File: src/rtl/secuenciador_comandos_teclado.sv
// secuenciador_comandos_teclado: PS/2 scan-code parser producing one-cycle UI commands.
// Optional macro TYPEMATIC_FILTER_EN drops typematic repeats of the held key.
`default_nettype none

module secuenciador_comandos_teclado #(
  parameter int TIMEOUT_CYCLES = 1_000_000,
  parameter int CNT_W          = 20,
  parameter logic [7:0] ALARM_KEY = 8'h79
) (
  input  logic       clk,
  input  logic       reset_n,
  input  logic [7:0] tecla,
  input  logic       got_data,
  input  logic       alarma_activa,
  output logic       cmd_valid,
  output logic [2:0] cmd_code,
  output logic [3:0] digito,
  output logic       salida_reset_alarma,
  output logic       error_teclado
);

  localparam logic [1:0] IDLE    = 2'd0;
  localparam logic [1:0] EXT     = 2'd1;
  localparam logic [1:0] BRK     = 2'd2;
  localparam logic [1:0] EXT_BRK = 2'd3;

  localparam logic [2:0] CMD_DIGIT = 3'd0;
  localparam logic [2:0] CMD_ENTER = 3'd1;
  localparam logic [2:0] CMD_CLEAR = 3'd2;
  localparam logic [2:0] CMD_UP    = 3'd3;
  localparam logic [2:0] CMD_DOWN  = 3'd4;

  localparam logic [CNT_W-1:0] CNT_LAST = CNT_W'(TIMEOUT_CYCLES - 1);

  logic [1:0]       state, state_nxt;
  logic [CNT_W-1:0] cnt, cnt_nxt;
  logic             valid_nxt, alarm_nxt, err_nxt;
  logic [2:0]       code_nxt;
  logic [3:0]       dig_nxt;

  // Raw decode of the current byte, before repeat filtering and state gating
  logic       plain_hit, ext_hit, is_alarm;
  logic [2:0] plain_code, ext_code;
  logic [3:0] plain_dig;

  always_comb begin
    plain_hit  = 1'b1;
    plain_code = CMD_DIGIT;
    plain_dig  = 4'd0;
    case (tecla)
      8'h70: plain_dig = 4'd0;
      8'h69: plain_dig = 4'd1;
      8'h72: plain_dig = 4'd2;
      8'h7A: plain_dig = 4'd3;
      8'h6B: plain_dig = 4'd4;
      8'h73: plain_dig = 4'd5;
      8'h74: plain_dig = 4'd6;
      8'h6C: plain_dig = 4'd7;
      8'h75: plain_dig = 4'd8;
      8'h7D: plain_dig = 4'd9;
      8'h5A: plain_code = CMD_ENTER;
      8'h66: plain_code = CMD_CLEAR;
      default: plain_hit = 1'b0;
    endcase
    is_alarm = (tecla == ALARM_KEY);

    ext_hit  = 1'b1;
    ext_code = CMD_UP;
    case (tecla)
      8'h75: ext_code = CMD_UP;
      8'h72: ext_code = CMD_DOWN;
      default: ext_hit = 1'b0;
    endcase
  end

`ifdef TYPEMATIC_FILTER_EN
  logic [7:0] held, held_nxt;
  logic       repeat_key;
  assign repeat_key = (tecla == held);
`else
  logic       repeat_key;
  assign repeat_key = 1'b0;
`endif

  always_comb begin
    state_nxt = state;
    cnt_nxt   = cnt;
    valid_nxt = 1'b0;
    code_nxt  = 3'd0;
    dig_nxt   = 4'd0;
    alarm_nxt = 1'b0;
    err_nxt   = 1'b0;
`ifdef TYPEMATIC_FILTER_EN
    held_nxt  = held;
`endif
    if (got_data) begin
      // A byte always wins over a timeout expiring in the same cycle
      cnt_nxt = '0;
      case (state)
        IDLE: begin
          if (tecla == 8'hE0) begin
            state_nxt = EXT;
          end else if (tecla == 8'hF0) begin
            state_nxt = BRK;
          end else if (plain_hit && !repeat_key) begin
            valid_nxt = 1'b1;
            code_nxt  = plain_code;
            dig_nxt   = plain_dig;
`ifdef TYPEMATIC_FILTER_EN
            held_nxt  = tecla;
`endif
          end else if (is_alarm && !repeat_key) begin
            alarm_nxt = alarma_activa;
`ifdef TYPEMATIC_FILTER_EN
            held_nxt  = tecla;
`endif
          end
        end
        EXT: begin
          if (tecla == 8'hF0) begin
            state_nxt = EXT_BRK;
          end else if (tecla != 8'hE0) begin
            state_nxt = IDLE;
            if (ext_hit) begin
              if (!repeat_key) begin
                valid_nxt = 1'b1;
                code_nxt  = ext_code;
`ifdef TYPEMATIC_FILTER_EN
                held_nxt  = tecla;
`endif
              end
            end else begin
              err_nxt = 1'b1;
            end
          end
        end
        default: begin
          state_nxt = IDLE;
`ifdef TYPEMATIC_FILTER_EN
          if (repeat_key) held_nxt = 8'h00;
`endif
        end
      endcase
    end else if (state != IDLE) begin
      if (cnt == CNT_LAST) begin
        state_nxt = IDLE;
        err_nxt   = 1'b1;
        cnt_nxt   = '0;
      end else begin
        cnt_nxt = cnt + 1'b1;
      end
    end
  end

  always_ff @(posedge clk or negedge reset_n) begin
    if (!reset_n) begin
      state               <= IDLE;
      cnt                 <= '0;
      cmd_valid           <= 1'b0;
      cmd_code            <= 3'd0;
      digito              <= 4'd0;
      salida_reset_alarma <= 1'b0;
      error_teclado       <= 1'b0;
    end else begin
      state               <= state_nxt;
      cnt                 <= cnt_nxt;
      cmd_valid           <= valid_nxt;
      cmd_code            <= code_nxt;
      digito              <= dig_nxt;
      salida_reset_alarma <= alarm_nxt;
      error_teclado       <= err_nxt;
    end
  end

`ifdef TYPEMATIC_FILTER_EN
  always_ff @(posedge clk or negedge reset_n) begin
    if (!reset_n) held <= 8'h00;
    else          held <= held_nxt;
  end
`endif

endmodule

`default_nettype wire

File: config.mk
export PLATFORM = sky130hd
export DESIGN_NAME = secuenciador_comandos_teclado
export DESIGN_NICKNAME = d
export VERILOG_FILES = /design/src/rtl/secuenciador_comandos_teclado.sv
export SDC_FILE = /design/constraint.sdc
export NUM_CORES = 1
export LEC_CHECK = 0
export CAP_MARGIN = 10
export CORE_UTILIZATION = 50
export DETAILED_ROUTE_END_ITERATION = 8
export PLACE_DENSITY = 0.71
export SLEW_MARGIN = 20
export SYNTH_ARGS = -nofsm -noshare
export SYNTH_HDL_FRONTEND = slang
export SYNTH_SLANG_ARGS = --single-unit
File: constraint.sdc
create_clock -name clk -period 2.1 [get_ports clk]
set_input_delay 0.42 -clock clk [delete_from_list [all_inputs] [get_ports clk]]
set_output_delay 0.42 -clock clk [all_outputs]
set_load 0.1 [all_outputs]
# After elaboration in Yosys (flattened, before gate mapping)
# Cells that the tools add are included.
totals:
  register_bits: 32
  out_inout_bits: 10
  word_cells: 85
classes:
  addsub: 1
  n_eq_ne: 20
  mux: 50
  n_reduce_logical: 7
ops:
  columns: ["cell", "count"]
  rows:
  - ["== test 8 x 7 -> 1 bit, second input constant", 13]
  - ["2-to-1 mux 20 bit", 3]
  - ["one-hot mux 4 bit (9 select lines)", 1]
  - ["2-to-1 mux 3 bit", 8]
  - ["2-to-1 mux 1 bit", 22]
  - ["adder 20 x 1 -> 20 bit, second input constant", 1]
  - ["== test 20 bit, second input constant", 1]
  - ["2-to-1 mux 4 bit", 5]
  - ["== test 8 bit, second input constant", 2]
  - ["2-to-1 mux 2 bit", 7]
  - ["OR reduction 12 bit", 1]
  - ["!= test 4 bit, second input constant", 2]
  - ["!= test 8 bit, second input constant", 1]
  - ["one-hot mux 2 bit (2 select lines)", 2]
  - ["one-hot mux 3 bit (2 select lines)", 1]
  - ["nonzero test 2 bit", 3]
  - ["AND reduction 4 bit", 1]
  - ["== test 2 x 1 -> 1 bit, second input constant", 1]
  - ["zero test 2 bit", 1]
  - ["one-hot mux 1 bit (2 select lines)", 1]
  - ["OR reduction 2 bit", 1]

# Longest topological paths before layout
depth:
  word_depth: 8
  ltp_mapped: 6

# Worst setup path before layout
# No wires, ideal clock.
synth_timing:
  path_kind: "register to register"
  start: "register cnt[0]"
  end: "register cnt[11]"
  setup_ns: 0.119
  t_arrival_ns: 1.703
  slack_ns: 0.278
  path_stages_with_launch: 7
  n_path_buf: 1
  synth_period_minus_slack_ns: 1.822
  path_cell_list: "dfrtp_1 ha_1 nor4bb_1 nand4_1 o31ai_2 buf_4 nor2_1"
synth_via:
  elab_chain_cells: 4
  word_cells_on_any_way: 5
synth_lines:
  columns: ["element", "line", "rtl"]
  rows:
  - ["from (decl)", "36", "logic [CNT_W-1:0] cnt, cnt_nxt;"]
  - ["from (signal assigned)", "166", "cnt <= cnt_nxt;"]
  - ["adder 20 x 1 -> 20 bit / == test 20 bit (equally long branches)", "150, 145", null]
  - ["2-to-1 mux 20 bit *", "145", "if (cnt == CNT_LAST) begin"]
  - ["2-to-1 mux 20 bit *", "144", "end else if (state != IDLE) begin"]
  - ["2-to-1 mux 20 bit *", "96", "if (got_data) begin"]
# Every way passes the cells marked *; elsewhere a longest branch is shown, timed or not. The select of a mux whose other input is x is not followed.
# A chain may end at the register's enable or synchronous reset.

# Final worst setup path
layout_timing:
  start: "register cnt[3]"
  end: "register cnt[18]"
# Same word-level chain as after synthesis.

==> run summary <==
In this design, the stage delay of the slowest critical-path cell is 0.62 ns. The placer's final routability congestion estimate was 0.854. The logs give 0 for the hold buffer count at CTS and 0.513 GHz for the fmax. For this design the static power due to leakage is 0.981 nW. Headroom to the max-slew limit came out at 63.1%. The final layout contains routed wiring with a total length of 4350 um. The flow ran to the end, and the final reports show no timing, DRC or antenna violations.

Excluding fillers, the count of instances in the completed layout stands at 290. For the worst-skew pair, the clock arrives at the later sink with an insertion delay of 0.28 ns. The share of cells above drive strength 1 is 20.5%, and the total power density per cell area is 536 mW/mm2. Dividing the synthesized area by the synthesized cell count gives 9.15 um2.

The power dissipated by switching net loads was 299 uW. In this design, the largest share of critical-path delay is due to simple AND/OR/NAND/NOR gates. The minimum clock period is 1.95 ns, and the minimum setup slack after placement is -0.0741 ns. The number of antenna violations at the first check in global routing is 0, and the fraction of synthesis flops using an asynchronous set or reset pin is 100%. Of the synthesized area, sequential elements account for 43.3%. The primary flip-flop cell chosen by synthesis mapping was sky130_fd_sc_hd__dfrtp_1. sky130_fd_sc_hd__dfrtp_1 is the most common cell in the netlist. Summing all placed instances gives a cell area of 0.00221 mm2. For the count of vias placed by the detailed router, the log shows 1,700.

Largest area contributor in the netlist: sky130_fd_sc_hd__dfrtp_1. Traced cell by cell, the critical path runs through nand4_4, or4_4, or4_1, a21oi_1. Hold timing on the final database bottoms out at a slack of 0.521 ns. The synthesized netlist contains 47 unique library cells. In this run the worst path has a maximum fanout of 7.

TritonCTS built the clock tree. STA classifies the critical path endpoint as a flop. The run gives 2.30 ns as the data required time of the worst path. The tools report the floorplan row count as 21. The x dimension of the die is 62.8 um, and the global-route usage over all layers is 24.5%.

The internal power summed over all cells came out at 942 uW. The total number of nets in the final design was 256. The wire length per cell after detailed routing is 15.0 um. Cell type of the slowest stage on the worst timing path: sky130_fd_sc_hd__or4_4. The tools report the timing endpoint of the critical path as cnt[18]. The proportion of total power due to net switching came out at 24.1%. Launching element of the worst setup path: cnt[3]. For the final worst clock skew, the log shows 0.00443 ns. The tools report the reg-to-reg setup timing slack as 0.15 ns. The first TritonRoute pass finished after 4 iterations. The total overflow left after global routing is 0. Sorting the synthesized cells by how often they occur yields sky130_fd_sc_hd__dfrtp_1 (32), sky130_fd_sc_hd__nor2_1 (21), sky130_fd_sc_hd__nand2_1 (13), sky130_fd_sc_hd__xnor2_1 (12), sky130_fd_sc_hd__inv_1 (11). The tool flagged a number of max-cap violations equal to 0. The area of the placeable core is 0.00344 mm2, and the HPWL reported at the end of detailed placement is 3270 um.

Detailed-route DRC error count: 0. The number of CTS-inserted buffers came out at 5. The reg-to-reg startpoint is cnt[3]. The post-detailed-route via-to-cell ratio came out at 5.86.

The number of enable-type register cells in the synthesized netlist was 0. The boundary pin count was 22; the logic depth of the worst register-to-register path was 4. The initial standard-cell utilization of the core was 53.7%; the die outline height was 62.8 um. Total power for the finished layout comes to 1.24 mW. Port buffering added 21 buffers.

The worst setup path is launched from a flop. The final critical path takes up 92.8% of the cycle. The area growth from synthesis to layout is 25.4%. Across all setup checks in the final design, the least slack found is 0.151 ns.

The classification of the worst setup path was flop to flop. For the final cell area excluding filler cells, the log shows 0.00232 mm2. The critical path runs through a total of 4 cells.

Yosys synthesis warning count: 0. The critical register-to-register path endpoint is cnt[18]. The slew at the pin closest to its max-slew limit works out to 0.546 ns.

CTS built an H-tree with a depth of 2. Synthesis produced 202 cells. The peak supply drop came out at 433 uV. The tools report the count of endpoints failing setup in the final report as 0. The area of the die was 0.00394 mm2. The run gives 0 as the hold violation count in the final report. After clock tree synthesis, the setup repair step added 0 buffers.

The number of nets in the synthesized netlist is 215. Counting along the longest clock path gives a buffer depth of 2. The logs give 39.8% for the clock share of power and 32 for the count of clock tree sinks. The tools report the number of global-route vias before repair as 1,642. At the worst endpoint, the arrival time is 2.15 ns. The top cell type by area accounts for 43.3% of the synthesized area. The path class of the lowest-slack min-delay path is primary input to asynchronous set/reset pin. The critical path contains buffers and inverters numbering 0 combined. The first-pass GRT wire length is 7520 um. The share of power burned in combinational logic came out at 10.4%. The logs give 282 for the number of placed instances, taps included and 49.8% for the sequential cell fraction of total power. Setup repair after global routing left no endpoint under its margin.

Ranked by total cell area, the synthesized netlist is headed by sky130_fd_sc_hd__dfrtp_1 (43%), sky130_fd_sc_hd__xnor2_1 (5.7%), sky130_fd_sc_hd__nor2_1 (4.3%). The run gives 0 as the max-slew violation total from the final report. Once detail routing completed, the nets flagged for antenna violations numbered 0.

For this block, the initial DRC count from the detailed router was 162. Clock tree synthesis selected as its root buffer the cell sky130_fd_sc_hd__clkbuf_8. The logs give 0.00185 mm2 for the post-synthesis instance area and 0 for the antenna diode count.

Clock-pin slew was measured on the worst setup and hold paths at 0.07 ns. Gates resized during post-CTS repair numbered 0. Maximum number of pins on one net before global-route repair: 33.

The post-synthesis sequential element count was 32.
kinds of logic (layout without fill, tap and decap cells):
group                    count (synthesis)  in the layout  synth area share (%)
buffers and inverters                   22             64                  5.28
adder cells (fa/ha/maj)                  1              1                 0.677
XOR/XNOR                                12             12                  5.69
flip-flops                              32             32                  43.3
AO/OA/AOI/OAI                           36             36                  13.3
AND/OR/NAND/NOR                         99             99                  31.7
final cells by class:
| class | instances | area [um2] |
|---|---|---|
| tap | 46 | 57.6 |
| clock buffer | 7 | 86.3 |
| sequential | 32 | 801 |
| multi-input combinational | 148 | 958 |
| inverter | 11 | 41.3 |
| timing repair buffer | 45 | 365 |
| clock inverter | 1 | 7.51 |
| fill | 276 | 1120 |
power by group through the flow:
stage	registers, mW	clock network (mW)	logic [mW]
2_1_floorplan	0.636	0	0.0498
3_3_place_gp	0.630	0	0.125
3_5_place_dp	0.630	0	0.128
4_1_cts	0.618	0.503	0.129
5_1_grt	0.618	0.526	0.142
6_report	0.618	0.494	0.129
flip-flops by register name, summed over array words and instances, names as in the netlist:
name / count
cmd_valid: 1
cnt: 20
state: 2
salida_reset_alarma: 1
cmd_code: 3
digito: 4
error_teclado: 1
worst min path at each step:
stage	startpoint	endpoint	slack [ns]	cells after the start
floorplan	reset_n	cmd_code[0]	0.12	0
global placement	cnt[19]	cnt[19]	0.53	2
detailed placement	cnt[19]	cnt[19]	0.54	2
CTS	reset_n	cnt[12]	0.54	2
global route	reset_n	cnt[12]	0.57	2
finish	reset_n	cnt[12]	0.52	2
cells in the final DEF, fill, tap and decap left out, types with 8 or more instances in the layout:
cell                              instances
sky130_fd_sc_hd__xnor2_1                 12
sky130_fd_sc_hd__nand3_1                  8
sky130_fd_sc_hd__dfrtp_1                 32
sky130_fd_sc_hd__nor2_1                  21
sky130_fd_sc_hd__nand2_1                 13
sky130_fd_sc_hd__nor3_1                   8
sky130_fd_sc_hd__o21ai_0                  9
sky130_fd_sc_hd__clkdlybuf4s50_1         11
sky130_fd_sc_hd__inv_1                   11
sky130_fd_sc_hd__buf_4                   34
sky130_fd_sc_hd__a21oi_1                  9
layer usage:
layer | GRT usage, % | wire length (um) | vias up
met3 | 5.29 | 204 | 9
li1 | - | - | 822
met4 | 9.30 | 67 | 0
met5 | 0 | 0 | -
met1 | 31.1 | 1980 | 819
met2 | 40.6 | 2100 | 50
worst reg2reg max path: stages (launching register included):
cell and delay, ns:
sky130_fd_sc_hd__dfrtp_1 0.45, sky130_fd_sc_hd__nand4_4 0.20, sky130_fd_sc_hd__or4_4 0.62, sky130_fd_sc_hd__or4_1 0.42, sky130_fd_sc_hd__a21oi_1 0.18
per-stage QoR:
step / utilization [%] / TNS (ns)
after global routing: 67.3 / 0
after CTS: 67.1 / 0
after detailed placement: 64.3 / -0.276
after global placement: 64.3 / -0.140
final: 67.3 / 0
after floorplan: - / 0
(Power assumes the default switching activity.)
